### src/rtl/st_arb_pkg.sv
// rtl/st_arb_pkg.sv - shared types and sizes for the streaming channel arbiter
package st_arb_pkg;

  localparam int NUM_IN   = 4;
  localparam int IDX_W    = $clog2(NUM_IN);
  localparam int DATA_W   = 12;
  localparam int CH_W     = 5;
  localparam int OUT_CH_W = IDX_W + CH_W;

  typedef enum logic {
    IDLE   = 1'b0,
    LOCKED = 1'b1
  } state_t;

  // One Avalon-ST beat as seen on the output side (channel already prefixed)
  typedef struct packed {
    logic [DATA_W-1:0]   data;
    logic [OUT_CH_W-1:0] channel;
    logic                sop;
    logic                eop;
  } beat_t;

endpackage

### src/rtl/st_rr_pick.sv
// rtl/st_rr_pick.sv - combinational round-robin picker: first requester at or after ptr
module st_rr_pick #(
  parameter int N  = 4,
  parameter int IW = 2
) (
  input  logic [N-1:0]  req,
  input  logic [IW-1:0] ptr,
  output logic          any,
  output logic [IW-1:0] idx
);

  logic [IW-1:0] cand;

  // Walk offsets from farthest to nearest so the closest requester to ptr wins;
  // N is a power of two, so IW-bit addition wraps naturally.
  always_comb begin
    any  = |req;
    idx  = '0;
    cand = '0;
    for (int k = N - 1; k >= 0; k--) begin
      cand = ptr + IW'(k);
      if (req[cand]) idx = cand;
    end
  end

endmodule

### src/rtl/st_channel_arbiter.sv
// rtl/st_channel_arbiter.sv - packet-locked round-robin Avalon-ST arbiter with channel prefixing
module st_channel_arbiter
  import st_arb_pkg::*;
(
  input  logic                     clk,
  input  logic                     reset_n,
  input  logic [NUM_IN-1:0]        in_valid,
  output logic [NUM_IN-1:0]        in_ready,
  input  logic [NUM_IN*DATA_W-1:0] in_data,
  input  logic [NUM_IN*CH_W-1:0]   in_channel,
  input  logic [NUM_IN-1:0]        in_sop,
  input  logic [NUM_IN-1:0]        in_eop,
  input  logic                     out_ready,
  output logic                     out_valid,
  output logic [DATA_W-1:0]        out_data,
  output logic [OUT_CH_W-1:0]      out_channel,
  output logic                     out_sop,
  output logic                     out_eop,
  output logic [IDX_W-1:0]         grant_idx,
  output logic                     locked,
  output logic                     proto_err
);

  state_t           state, state_nxt;
  logic [IDX_W-1:0] rr_ptr;
  logic             first_beat;
  logic             pick_any;
  logic [IDX_W-1:0] pick_idx;
  logic             load_en;
  logic             accept;
  logic             gi_valid, gi_sop, gi_eop;
  beat_t            sel_beat;
  beat_t            out_beat;

  st_rr_pick #(.N(NUM_IN), .IW(IDX_W)) u_pick (
    .req (in_valid),
    .ptr (rr_ptr),
    .any (pick_any),
    .idx (pick_idx)
  );

  // Output register may take a new beat when empty or being drained this cycle
  assign load_en = !out_valid || out_ready;
  assign accept  = (state == LOCKED) && gi_valid && load_en;
  assign locked  = (state == LOCKED);

  assign out_data    = out_beat.data;
  assign out_channel = out_beat.channel;
  assign out_sop     = out_beat.sop;
  assign out_eop     = out_beat.eop;

  // Select the granted input's beat and prefix its channel with the grant index
  always_comb begin
    gi_valid = 1'b0;
    gi_sop   = 1'b0;
    gi_eop   = 1'b0;
    sel_beat = '0;
    for (int i = 0; i < NUM_IN; i++) begin
      if (grant_idx == IDX_W'(i)) begin
        gi_valid         = in_valid[i];
        gi_sop           = in_sop[i];
        gi_eop           = in_eop[i];
        sel_beat.data    = in_data[i*DATA_W +: DATA_W];
        sel_beat.channel = {grant_idx, in_channel[i*CH_W +: CH_W]};
        sel_beat.sop     = in_sop[i];
        sel_beat.eop     = in_eop[i];
      end
    end
  end

  // Next-state and ready: only the granted input sees ready, and only when the output can load
  always_comb begin
    state_nxt = state;
    in_ready  = '0;
    case (state)
      IDLE: begin
        if (pick_any) state_nxt = LOCKED;
      end
      LOCKED: begin
        in_ready[grant_idx] = load_en;
        if (accept && gi_eop) state_nxt = IDLE;
      end
      default: state_nxt = IDLE;
    endcase
  end

  // State register
  always_ff @(posedge clk or negedge reset_n) begin
    if (!reset_n) state <= IDLE;
    else          state <= state_nxt;
  end

  // Grant, round-robin pointer and protocol-error tracking
  always_ff @(posedge clk or negedge reset_n) begin
    if (!reset_n) begin
      grant_idx  <= '0;
      rr_ptr     <= '0;
      first_beat <= 1'b0;
      proto_err  <= 1'b0;
    end else begin
      if (state == IDLE && pick_any) begin
        grant_idx  <= pick_idx;
        first_beat <= 1'b1;
      end
      if (accept) begin
        first_beat <= 1'b0;
        if (first_beat && !gi_sop) proto_err <= 1'b1;
        // Just-finished input drops to lowest priority for the next arbitration
        if (gi_eop) rr_ptr <= grant_idx + IDX_W'(1);
      end
    end
  end

  // Output register stage: load on accept, drop valid when drained, otherwise hold
  always_ff @(posedge clk or negedge reset_n) begin
    if (!reset_n) begin
      out_valid <= 1'b0;
      out_beat  <= '0;
    end else if (accept) begin
      out_valid <= 1'b1;
      out_beat  <= sel_beat;
    end else if (out_ready) begin
      out_valid <= 1'b0;
    end
  end

endmodule
### config.mk
export PLATFORM = sky130hd
export DESIGN_NAME = st_channel_arbiter
export DESIGN_NICKNAME = d
export VERILOG_FILES = /design/src/rtl/st_arb_pkg.sv /design/src/rtl/st_rr_pick.sv /design/src/rtl/st_channel_arbiter.sv
export SDC_FILE = /design/constraint.sdc
export NUM_CORES = 1
export LEC_CHECK = 0
export CAP_MARGIN = 20
export CORE_ASPECT_RATIO = 0.7
export CORE_UTILIZATION = 39
export CTS_BUF_LIST = sky130_fd_sc_hd__clkbuf_8
export DETAILED_ROUTE_END_ITERATION = 7
export HOLD_SLACK_MARGIN = 0.03
export PLACE_DENSITY = 0.95
export SETUP_SLACK_MARGIN = 0.05
export SLEW_MARGIN = 20
export SYNTH_ARGS = -nofsm -noshare
export SYNTH_HDL_FRONTEND = slang
export SYNTH_SLANG_ARGS = --single-unit
### constraint.sdc
create_clock -name clk -period 2.3 [get_ports clk]
set_input_delay 0.575 -clock clk [delete_from_list [all_inputs] [get_ports clk]]
set_output_delay 0.575 -clock clk [all_outputs]
set_load 0.005 [all_outputs]
After elaboration in Yosys (flattened, before gate mapping):

Index checks and enable logic that the tools add are counted.

* $add $sub $neg: 4
* $lt $le $gt $ge: 6
* equal/unequal tests: 3
* muxes and demuxes: 38
* bitwise operators: 2
* reductions and logical operators: 15

Operators by type and width (count)
* $mux 21: 4
* $mux 1: 23
* $lt 2x3->1 const B: 5
* $bmux 1 s2: 4
* $mux 2: 4
* $logic_and 1x1->1: 6
* $add 2x1->2 const B: 2
* $add 2x2->2 const B: 2
* $and 4x4->4: 1
* $eq 2x2->1 const B: 2
* $mux 4: 1
* $reduce_and 2->1: 2
* $reduce_bool 2->1: 2
* $reduce_or 4->1: 1
* $demux 1 s2: 1
* $eq 2x1->1 const B: 1
* $ge 2x1->1 const B: 1
* $logic_not 1->1: 2
* $logic_not 2->1: 1
* $pmux 1 s2: 1
* $logic_or 1x1->1: 1
* $not 1->1: 1

* bits in registers: 29
* output and inout port bits: 30
* logic and storage cells: 78

Longest topological paths before layout:

* depth in word-level cells: 10
* gate-level depth with buffers: 10
* gate-level depth less buffers: 7

Modules after synthesis:

A second synthesis with hierarchy kept.

* cell total of the unflattened synthesis: 228
* area, all modules: 1898.1 um2

Modules (own cells, without submodules)
* st_channel_arbiter: times used 1, cells each 215, area an instance 1820.5 um2, sequential area each 725.7 um2
* st_rr_pick: times used 1, cells each 13, area an instance 77.6 um2, sequential area each 0.0 um2

Least setup slack after synthesis:

No wires, ideal clock.

* path type: flip-flop to output port
* start: register grant_idx[1]
* end: output in_ready[1]
* data arrival time: 1457 ps
* required time: 1725 ps
* slack: 268 ps
* stages on the path, launching flop included: 6
* buffers on the path: 2
* cells stage by stage: dfrtp_1 > inv_1 > ha_1 > clkbuf_1 > clkbuf_1 > and3_1

* word-level cells in the longest chain between the ends: 6
* elaborated cells between the ends (all ways): 7
* classes of those cells: 2 x order compare; 3 x mux; 1 x bitwise; 1 x reduce/logical

RTL lines
* start: declaration: line st_channel_arbiter.sv:19 `output logic [IDX_W-1:0] grant_idx,`
* start signal: assignment: line st_channel_arbiter.sv:102 `grant_idx <= pick_idx;`
* $lt 2x3->1 (not written as such) or $ge 2x1->1 (tied branches): line st_channel_arbiter.sv:80 `in_ready[grant_idx] = load_en;`
* $logic_and 1x1->1 (not written as such): line st_channel_arbiter.sv:80
* $mux 1 (not written as such): line st_channel_arbiter.sv:80
* $demux 1 s2 *: line st_channel_arbiter.sv:80
* $and 4x4->4 (no line) *
* $mux 4 *: line st_channel_arbiter.sv:75 `case (state)`
* end: declaration: line st_channel_arbiter.sv:8 `output logic [NUM_IN-1:0] in_ready,`

Every way passes the cells marked *; elsewhere a longest branch is shown, timed or not.

Worst setup path after layout:

* start: input out_ready
* end: output in_ready[3]

* word-level cells in the longest chain between the ends: 3

RTL lines
* start: declaration: line st_channel_arbiter.sv:13 `input logic out_ready,`
* $logic_or 1x1->1: line st_channel_arbiter.sv:43 `assign load_en = !out_valid || out_ready;`
* $and 4x4->4 (no line)
* $mux 4: line st_channel_arbiter.sv:75

Every way passes these cells.

==> flow_metrics.tcl <==
set metrics [dict create \
    min_period_ns 2.194 \
    stdcell_area_sq_um 3197 \
    ff2ff_setup_slack_ns 0.22 \
    die_y_um 59.89 \
    die_area_sq_um 5072 \
    first_global_vias 2079 \
    numCtsBuffers 5 \
    synth_cells 219 \
    cpMaxStageDelayCell "clkdlybuf4s50_1" \
    synth_area_leader_cell "dfrtp_1" \
    grt_use_met1_pct 28.00 \
    drv_slew 0 \
    clockBufferDepth 2 \
    cts_hold_buf 0 \
    place.gp.congestion 0.8353 \
    ys_ff_latch 29 \
    hold_path.class "register to register" \
    slowest_delay_ns 0.48 \
    busiest_layer "met2" \
    synthDistinctLibCells 30 \
    rows 20 \
    cts-htree-levels 2 \
    initial_core_util_pct 41.91 \
    syn_to_final_growth_pct 71.25 \
    placed_area_sq_um 3105 \
    numPortBuffers 112 \
    layout_common_cells "clkdlybuf4s50_1, a21oi_1, dfrtp_1, nand2_1, nor2_1" \
    yosys_warnings 0 \
    antennaDiodeCount 0 \
    clock_sinks 29 \
    grt_util_met3_pct 6.492 \
    gr-total-overflow 0 \
    finalPower_w 0.004058 \
    cp_num_buf_inv 2 \
    start_kind "primary input" \
    synthXorXnorAreaFrac_pct 0 \
    final_common_cell "clkdlybuf4s50_1" \
    dp.cells 386 \
    die_w_um 84.69 \
    clock_latency_ns 0.27 \
    rsz0062_at_grt "false" \
    worst_hold_slack_ns 0.4710 \
    cts_tree "done" \
    hpwl_um 4467 \
    powerDensity_nw_per_um2 1269 \
    maxCapViolations 0 \
    synth_top_family_by_area "compound AO/OA/AOI/OAI gates" \
    cts-root-buf "clkbuf_8" \
    drt-total-wl_um 5918 \
    cts.clk_slew.worst_paths_ns 0.06 \
    instances_no_fill 393 \
    grt_max_degree 32 \
    finalClockSkew_ns 0.002202 \
    fin_crit_sh_pct 95.39 \
    slew_headroom_pct 74.67 \
    crit_chain "clkdlybuf4s50_1 -> nand2b_4 -> and3_1 -> dlygate4sd2_1" \
    hold_viol 0 \
    routedWlPerCell_um 15.06 \
    yosys.area_share.adder_pct 2.681 \
    worst_ep_arrival_time_ns 1.62 \
    core_area_sq_um 4454 \
    grtUsageTotal_pct 23.79 \
    critical_path.top_delay_family "buffers and inverters" \
    finalNetCount 425 \
    worst_pin_slew_ns 0.3785 \
    setup_violations 0 \
    postRouteAntennaNets 0 \
    status "complete, but fails checks" \
    dr_total_vias 2062 \
    antenna_found_initial 0 \
    io_pins 113 \
    netlist_area_sq_um 1867 \
    yosysSeqAreaShare_pct 38.87 \
    required_ns 1.73 \
    max_freq_mhz 455.8 \
    use_met2_pct 44.02 \
    synth.avg_cell_area_sq_um 8.524 \
    yosys-mux-area-fraction_pct 12.40 \
    vias_per_cell 5.247 \
    synth_compound_area_share_pct 24.87 \
    vdd_drop_max_mv 0.6136 \
    worstSetupPathType "primary input to output port" \
    synthTopCellsByArea "dfrtp_1, a21oi_1, mux2_4" \
    synth-simple-area-share_pct 14.21 \
    worst_setup_path_end_kind "output port" \
    power.leakage_nw 1.395 \
    drc 9 \
    netlist.area_leader.share_pct 38.87 \
    drt_iter0_markers 91 \
    violations "DRC" \
    layout-drive-gt1-share_pct 11.54 \
    critical_path.max_fanout 5 \
    grt_pass1_wl_um 9342 \
    drt-pass1-iter-count 8 \
    syn_nets 306 \
]
==> where the power goes <==
group          internal (W)  total (W)  switching, W
sequential         0.000784   0.000983      0.000199
clock              0.000232   0.000401      0.000169
combinational       0.00148    0.00267       0.00119
==> final timing paths <==
check / startpoint / endpoint / depth (start not counted)
max in group asynchronous: reset_n / out_data[7] / 2
worst min register to register: proto_err / proto_err / 1
worst max register to register: grant_idx[0] / out_channel[0] / 8
worst min-delay path: proto_err / proto_err / 1
min in group asynchronous: reset_n / out_channel[3] / 2
worst max-delay path: out_ready / in_ready[3] / 4
==> cells by family (layout without fill, tap and decap cells) <==
family | after synthesis | in the layout
AOI/OAI and AO/OA | 80 | 80
adders and majority gates | 4 | 4
buffers and inverters | 28 | 147
DFF | 29 | 29
muxes | 17 | 17
and+or+nand+nor | 61 | 61
==> what timing repair did <==
item | CTS | global route
buffers inserted | 0 | 0
gates resized for setup | 5 | 1
endpoints found under the setup margin | 4 | 14
endpoints found under the hold margin | 0 | 0
==> synth_stat cells, drive strengths merged <==
| cell | number |
|---|---|
| a31o | 1 |
| and3 | 4 |
| nand2b | 4 |
| dfrtp | 29 |
| clkbuf | 11 |
| buf | 5 |
| nor2b | 1 |
| nor2 | 24 |
| a21oi | 43 |
| and3b | 1 |
| inv | 12 |
| mux2 | 13 |
| o21ai | 8 |
| o221ai | 2 |
| o32ai | 1 |
| ha | 4 |
| a22oi | 5 |
| mux2i | 4 |
| o22ai | 13 |
| a31oi | 3 |
| nor4 | 1 |
| o211ai | 3 |
| a21o | 1 |
| nand2 | 25 |
| nand3b | 1 |
==> worst register-to-register path, stage by stage, from the launching register on <==
cell and delay (ns):
dfrtp_1 0.46, inv_1 0.14, ha_1 0.22, buf_4 0.16
nand2_1 0.05, o211ai_1 0.18, and3b_2 0.28, buf_12 0.16
mux2_4 0.31
==> per-layer routing <==
| layer | vias up | routed length [um] |
|---|---|---|
| li1 | 1011 | - |
| met1 | 968 | 2518 |
| met2 | 77 | 2922 |
| met3 | 6 | 440 |
| met4 | 0 | 37 |
| met5 | - | 0 |
==> layout make-up <==
type                            count  area [sq um]
Timing Repair Buffer              128          1249
Fill cell                         354          1257
Sequential cell                    29         725.7
Multi-Input combinational cell    162          1022
Tap cell                           55         68.82
Clock inverter                      1         3.754
Inverter                           12         45.04
Clock buffer                        6         82.58
==> through the flow <==
stage                     worst slack [ns]  setup TNS, ns  utilization, %
after detailed placement           -0.1567        -0.5192           69.72
final                               0.1061              0           71.77
after floorplan                     0.2684              0               -
after global routing               0.09224              0           71.77
after global placement            -0.08429        -0.3323           69.72
after CTS                           0.1404              0           71.71
==> flip-flops by register name, summed over array words and instances, names as in the netlist <==
| register | cells |
|---|---|
| out_channel | 7 |
| proto_err | 1 |
| out_valid | 1 |
| out_eop | 1 |
| rr_ptr | 2 |
| first_beat | 1 |
| out_data | 12 |
| grant_idx | 2 |
| out_sop | 1 |
| locked | 1 |
Note: power is estimated with default switching activity, not from simulation.
